===== src/rtl/data_mem_ctrl.sv =====
// Byte/half/word load-store controller for a 256x32 masked RAM; DMEM_MISALIGN_TRAP_EN traps misaligned requests.
// Latency after accept: error 1, store 2, load 3 cycles; req_ready only in IDLE, response never stalls.
module data_mem_ctrl (
  input  logic        clk,
  input  logic        rst,
  input  logic        req_valid,
  output logic        req_ready,
  input  logic        req_we,
  input  logic [1:0]  req_size,
  input  logic        req_unsigned,
  input  logic [9:0]  req_addr,
  input  logic [31:0] req_wdata,
  output logic        resp_valid,
  output logic [31:0] resp_rdata,
  output logic        resp_err,
  output logic [7:0]  ram_raddr,
  output logic [7:0]  ram_waddr,
  output logic        ram_re,
  output logic        ram_we,
  output logic [31:0] ram_wdata,
  output logic [31:0] ram_mask,
  input  logic [31:0] ram_rdata
);

  localparam logic [1:0] SZ_BYTE = 2'b00;
  localparam logic [1:0] SZ_HALF = 2'b01;
  localparam logic [1:0] SZ_WORD = 2'b10;

  typedef enum logic [2:0] {IDLE, WRITE, READ, CAPTURE, RESP} state_t;

  state_t      state_q, state_d;
  logic        we_q, uns_q;
  logic [1:0]  size_q;
  logic [9:0]  addr_q;
  logic [31:0] wdata_q, rdata_q;

  logic        acc_err;
  logic [1:0]  acc_size;
  logic [9:0]  acc_addr;

`ifdef DMEM_MISALIGN_TRAP_EN
  logic err_q;
  always_comb begin
    acc_err  = ((req_size == SZ_HALF) && req_addr[0]) ||
               ((req_size == SZ_WORD) && (req_addr[1:0] != 2'b00)) ||
               (req_size == 2'b11);
    acc_size = req_size;
    acc_addr = req_addr;
  end
  assign resp_err = (state_q == RESP) && err_q;
`else
  // Misaligned requests are silently forced to natural alignment.
  always_comb begin
    acc_err  = 1'b0;
    acc_size = (req_size == 2'b11) ? SZ_WORD : req_size;
    acc_addr = req_addr;
    if (acc_size == SZ_HALF) acc_addr[0] = 1'b0;
    if (acc_size == SZ_WORD) acc_addr[1:0] = 2'b00;
  end
  assign resp_err = 1'b0;
`endif

  logic [1:0]  lane;
  logic [31:0] wdata_fmt, mask_fmt, rdata_fmt, rd_shift;
  assign lane = addr_q[1:0];

  always_comb begin
    wdata_fmt = wdata_q;
    mask_fmt  = 32'h0000_0000;
    case (size_q)
      SZ_BYTE: begin
        wdata_fmt = {24'h0, wdata_q[7:0]} << {lane, 3'b000};
        mask_fmt  = ~(32'h0000_00FF << {lane, 3'b000});
      end
      SZ_HALF: begin
        wdata_fmt = {16'h0, wdata_q[15:0]} << {lane[1], 4'b0000};
        mask_fmt  = ~(32'h0000_FFFF << {lane[1], 4'b0000});
      end
      default: ;
    endcase
  end

  always_comb begin
    rd_shift  = ram_rdata;
    rdata_fmt = ram_rdata;
    case (size_q)
      SZ_BYTE: begin
        rd_shift  = ram_rdata >> {lane, 3'b000};
        rdata_fmt = uns_q ? {24'h0, rd_shift[7:0]} : {{24{rd_shift[7]}}, rd_shift[7:0]};
      end
      SZ_HALF: begin
        rd_shift  = ram_rdata >> {lane[1], 4'b0000};
        rdata_fmt = uns_q ? {16'h0, rd_shift[15:0]} : {{16{rd_shift[15]}}, rd_shift[15:0]};
      end
      default: ;
    endcase
  end

  always_ff @(posedge clk or posedge rst) begin
    if (rst) begin
      state_q <= IDLE;
      we_q    <= 1'b0;
      uns_q   <= 1'b0;
      size_q  <= 2'b00;
      addr_q  <= '0;
      wdata_q <= '0;
      rdata_q <= '0;
`ifdef DMEM_MISALIGN_TRAP_EN
      err_q   <= 1'b0;
`endif
    end else begin
      state_q <= state_d;
      if (state_q == IDLE && req_valid) begin
        we_q    <= req_we;
        uns_q   <= req_unsigned;
        size_q  <= acc_size;
        addr_q  <= acc_addr;
        wdata_q <= req_wdata;
        rdata_q <= '0;
`ifdef DMEM_MISALIGN_TRAP_EN
        err_q   <= acc_err;
`endif
      end
      if (state_q == CAPTURE) rdata_q <= rdata_fmt;
    end
  end

  always_comb begin
    state_d    = state_q;
    req_ready  = 1'b0;
    ram_we     = 1'b0;
    ram_re     = 1'b0;
    resp_valid = 1'b0;
    case (state_q)
      IDLE: begin
        req_ready = 1'b1;
        if (req_valid) begin
          if (acc_err)     state_d = RESP;
          else if (req_we) state_d = WRITE;
          else             state_d = READ;
        end
      end
      WRITE: begin
        ram_we  = 1'b1;
        state_d = RESP;
      end
      READ: begin
        ram_re  = 1'b1;
        state_d = CAPTURE;
      end
      CAPTURE: state_d = RESP;
      RESP: begin
        resp_valid = 1'b1;
        state_d    = IDLE;
      end
      default: state_d = IDLE;
    endcase
  end

  assign ram_raddr  = addr_q[9:2];
  assign ram_waddr  = addr_q[9:2];
  assign ram_wdata  = wdata_fmt;
  assign ram_mask   = ram_we ? mask_fmt : 32'hFFFF_FFFF;
  assign resp_rdata = rdata_q;

endmodule

===== config.mk =====
export PLATFORM = sky130hd
export DESIGN_NAME = data_mem_ctrl
export DESIGN_NICKNAME = d
export VERILOG_FILES = /design/src/rtl/data_mem_ctrl.sv
export SDC_FILE = /design/constraint.sdc
export NUM_CORES = 1
export LEC_CHECK = 0
export CORE_AREA = 8 8 115 117
export CTS_CLUSTER_SIZE = 28
export DETAILED_ROUTE_END_ITERATION = 12
export DIE_AREA = 0 0 123 125
export GPL_TIMING_DRIVEN = 0
export PLACE_DENSITY_LB_ADDON = 0.08
export SYNTH_ARGS = -nofsm -noshare
export SYNTH_HDL_FRONTEND = slang
export SYNTH_SLANG_ARGS = --single-unit

===== constraint.sdc =====
create_clock -name clk -period 2.32 [get_ports clk]
set_input_delay 0.348 -clock clk [delete_from_list [all_inputs] [get_ports clk]]
set_output_delay 0.348 -clock clk [all_outputs]
set_load 0.05 [all_outputs]

==> results.md <==
- Crit share post-route: 0.971
- Max incr delay on CP: ~430 ps
- CTS tree: yes
- Port Buffers: about 200
- Setup WS post-layout: 67.7 ps
- Max Clock Skew: ~4.2 ps
- Layout cell share with drive strength beyond 1: 0.291
- Die Ht: around 130 um
- #FFs+latches synth: 80
- Final setup fails: 0
- DR WL/cell: approximately 18 um
- Post-DP HPWL: between 10 and 15 mm
- Top fanout value on the critical path: 8
- DRC: 0
- Pre-CTS setup slack: -934 ps
- Layout Cells excl Fill: approximately 850
- Drt via density: 5.07
- Max Slew Vio Count: 0
- First-pass GRT wire length: about 24 mm
- CP required: just under 2000 ps
- Synth Warn #: 0
- Pwr/cell area: 1750 nW/um2
- Latest clock arrival within the worst-skew pair: 330 ps
- Clock network power share: 0.126
- Fillcell total: approximately 1100
- Largest net degree at the start of global routing: 38
- DP Area: 6500 um2
- Avg Cell Area, Syn: 8.95 um2
- Antenna violations before repair: 0
- Fin. Hold Viols: 0
- Initial Util: 0.368
- Core area: 11600 um2
- Area growth syn-to-layout: 62.7%
- Commonest non-fill, non-tap cell in the layout: nand2_1
- Placed Instances: 822
- Setup_tns: 0 ps
- Drt first-iter violations: ~360
- Worst setup SP type: flop
- Synth Net Count: about 560
- Max-cap violation count: 0
- Fin area: 6950 um2
- Top Metal Used: met4
- Comb power frac: 0.663
- Met3 wire len: 1.35 mm
- Die Area: between 15000 and 20000 um2
- Die Span X: roughly 120 um
- ANT nets after route: 0
- Least-Margin Pin Slew: approximately 590 ps
- Overall Power: 0.0121 W
- Post-synthesis cell type count: 35
- Sw power: ~0.0063 W
- Slew HR: 0.610
- Antenna cells: 0
- Clock sinks: 80
- Standard-cell rows: 40
- Critical-path cell list: nor3b_4, and2_0, buf_4, a222oi_1, inv_1, buf_6
- Switching part of the total: 0.518
- Final wirelength: approximately 15 mm
- Seq pwr share: 0.211
- H-tree Lvls: 3
- GPL Wtd Cong: approximately 0.83
- Hold-fix buffers, CTS: 0
- CTS Buf Count: 9
- Met1 WL: approximately 6.1 mm
- Clock transition at the registers of the reported paths: about 60 ps
- Minimum clock period: 2250 ps
- Hold Crit Class: in2async
- Most frequent cells in the layout: nand2_1 (147), clkdlybuf4s50_1 (128), buf_4 (84), dfrtp_1 (76), buf_2 (21)
- Critical Path AT: between 1500 and 2000 ps
- Cells after Synth: 477
- Clk buf depth: 2
- Synth Cell Area: 4270 um2
- Status: finished, final reports clean
- Tot GR Track Use: 0.203
- RSZ-0062 raised after global routing: false
- CTS root buf: clkbuf_16
- Crit. End Element: output pin
- Pre-Repair DR Iteration Count: 7
- Vias in the first global route: ~4600
- Critical path class: reg2out
- Sequential share of the synthesized area: 0.469
- Vias: approximately 4300
- Leak Pwr: 3.32 nW
- Detailed route wirelength on metal2: 7.79 mm
- Pint: a little under 0.006 W
- Maximum vdd drop: roughly 0.95 mV
- Top achievable clock speed: around 0.44 GHz
- Top-Level Pins: between 150 and 200
- Global route overflow: 0
- # nets final: around 780
- Crit path max-delay cell type: dfrtp_2
[state kept, by name, summed over array words and instances (netlist names)]
register / cells
addr_q: 10
resp_rdata: 32
size_q: 2
state_q: 3
uns_q: 1
wdata_q: 32
[cell type report]
cell class,count,area [um2],area share
inverter,14,60.1,0.00864
clock buffer,12,256,0.0369
sequential,80,2010,0.289
clock inverter,3,65.1,0.00936
tap,147,184,0.0265
timing repair buffer,211,1960,0.282
buffer,77,554,0.0798
multi-input combinational,304,1860,0.268
[worst paths after layout]
path	to	cells after the start	startpoint	slack, ps
setup / recovery	ram_wdata[24]	6	addr_q[0]	70
hold / removal	addr_q[4]	2	rst	380
setup reg to reg	resp_rdata[22]	6	addr_q[1]	260
hold reg to reg	resp_rdata[6]	2	resp_rdata[6]	480
max in group asynchronous	resp_rdata[6]	4	rst	1190
min in group clk	resp_rdata[6]	2	resp_rdata[6]	480
[power by group through the flow]
stage          sequential, W  clock [W]  combinational (W)
6_report             0.00257    0.00153            0.00806
5_1_grt              0.00266    0.00162            0.00850
4_1_cts              0.00257    0.00155            0.00798
3_5_place_dp         0.00258          0            0.00795
3_3_place_gp         0.00255          0            0.00788
2_1_floorplan        0.00331          0            0.00457
[cell usage after synthesis (all sizes together)]
cell type,count,share of area
nor3b,3,0.0053
inv,14,0.012
nand2b,2,0.0035
nand3,2,0.0023
nand2,148,0.13
a22o,15,0.031
a221oi,1,0.0021
buf,55,0.091
a221o,17,0.043
or3b,1,0.0021
mux2,8,0.021
nand3b,2,0.0035
dfrtp,80,0.47
conb,1,0.00088
o22ai,1,0.0015
o21bai,1,0.0018
nor2b,4,0.0059
a22oi,14,0.025
o21ai,21,0.025
a21o,2,0.0035
a2111oi,1,0.0064
mux4,1,0.0053
a21oi,19,0.022
nor3,5,0.0059
and2,12,0.018
a222oi,15,0.035
and3,1,0.0015
nor2,7,0.0062
clkbuf,24,0.021
[stage by stage]
stage / hold WS, ps / util
after floorplan: 445 / -
after global placement: 460 / 0.556
after detailed placement: 464 / 0.560
after CTS: 395 / 0.590
after global routing: 426 / 0.598
final: 382 / 0.598
[kinds of logic after synthesis]
family / count (synthesis) / share of synthesized area
and+or+nand+nor: 187 / 0.184
AOI/OAI and AO/OA: 107 / 0.195
buffers and inverters: 93 / 0.125
DFF: 80 / 0.469
muxes: 9 / 0.0264
other: 1 / 0.000878
[timing repair]
action	CTS	global route
buffers inserted	9	4
pin swaps	3	5
resized for setup	365	44
endpoints found under the hold margin	0	0
setup endpoints to repair	66	58
[worst max-delay path: cells and delay by family, from the launching register on]
kind,cells,cell delay (ps)
buffers and inverters,3,460
and+or+nand+nor,2,320
DFF,1,430
AOI/OAI and AO/OA,1,360
[routing by layer]
metal,vias to the layer above,track usage
li1,2036,-
met1,2082,0.243
met2,173,0.342
met3,12,0.0585
met4,0,0.0602
met5,-,0
Note: power is estimated with default switching activity, not from simulation.
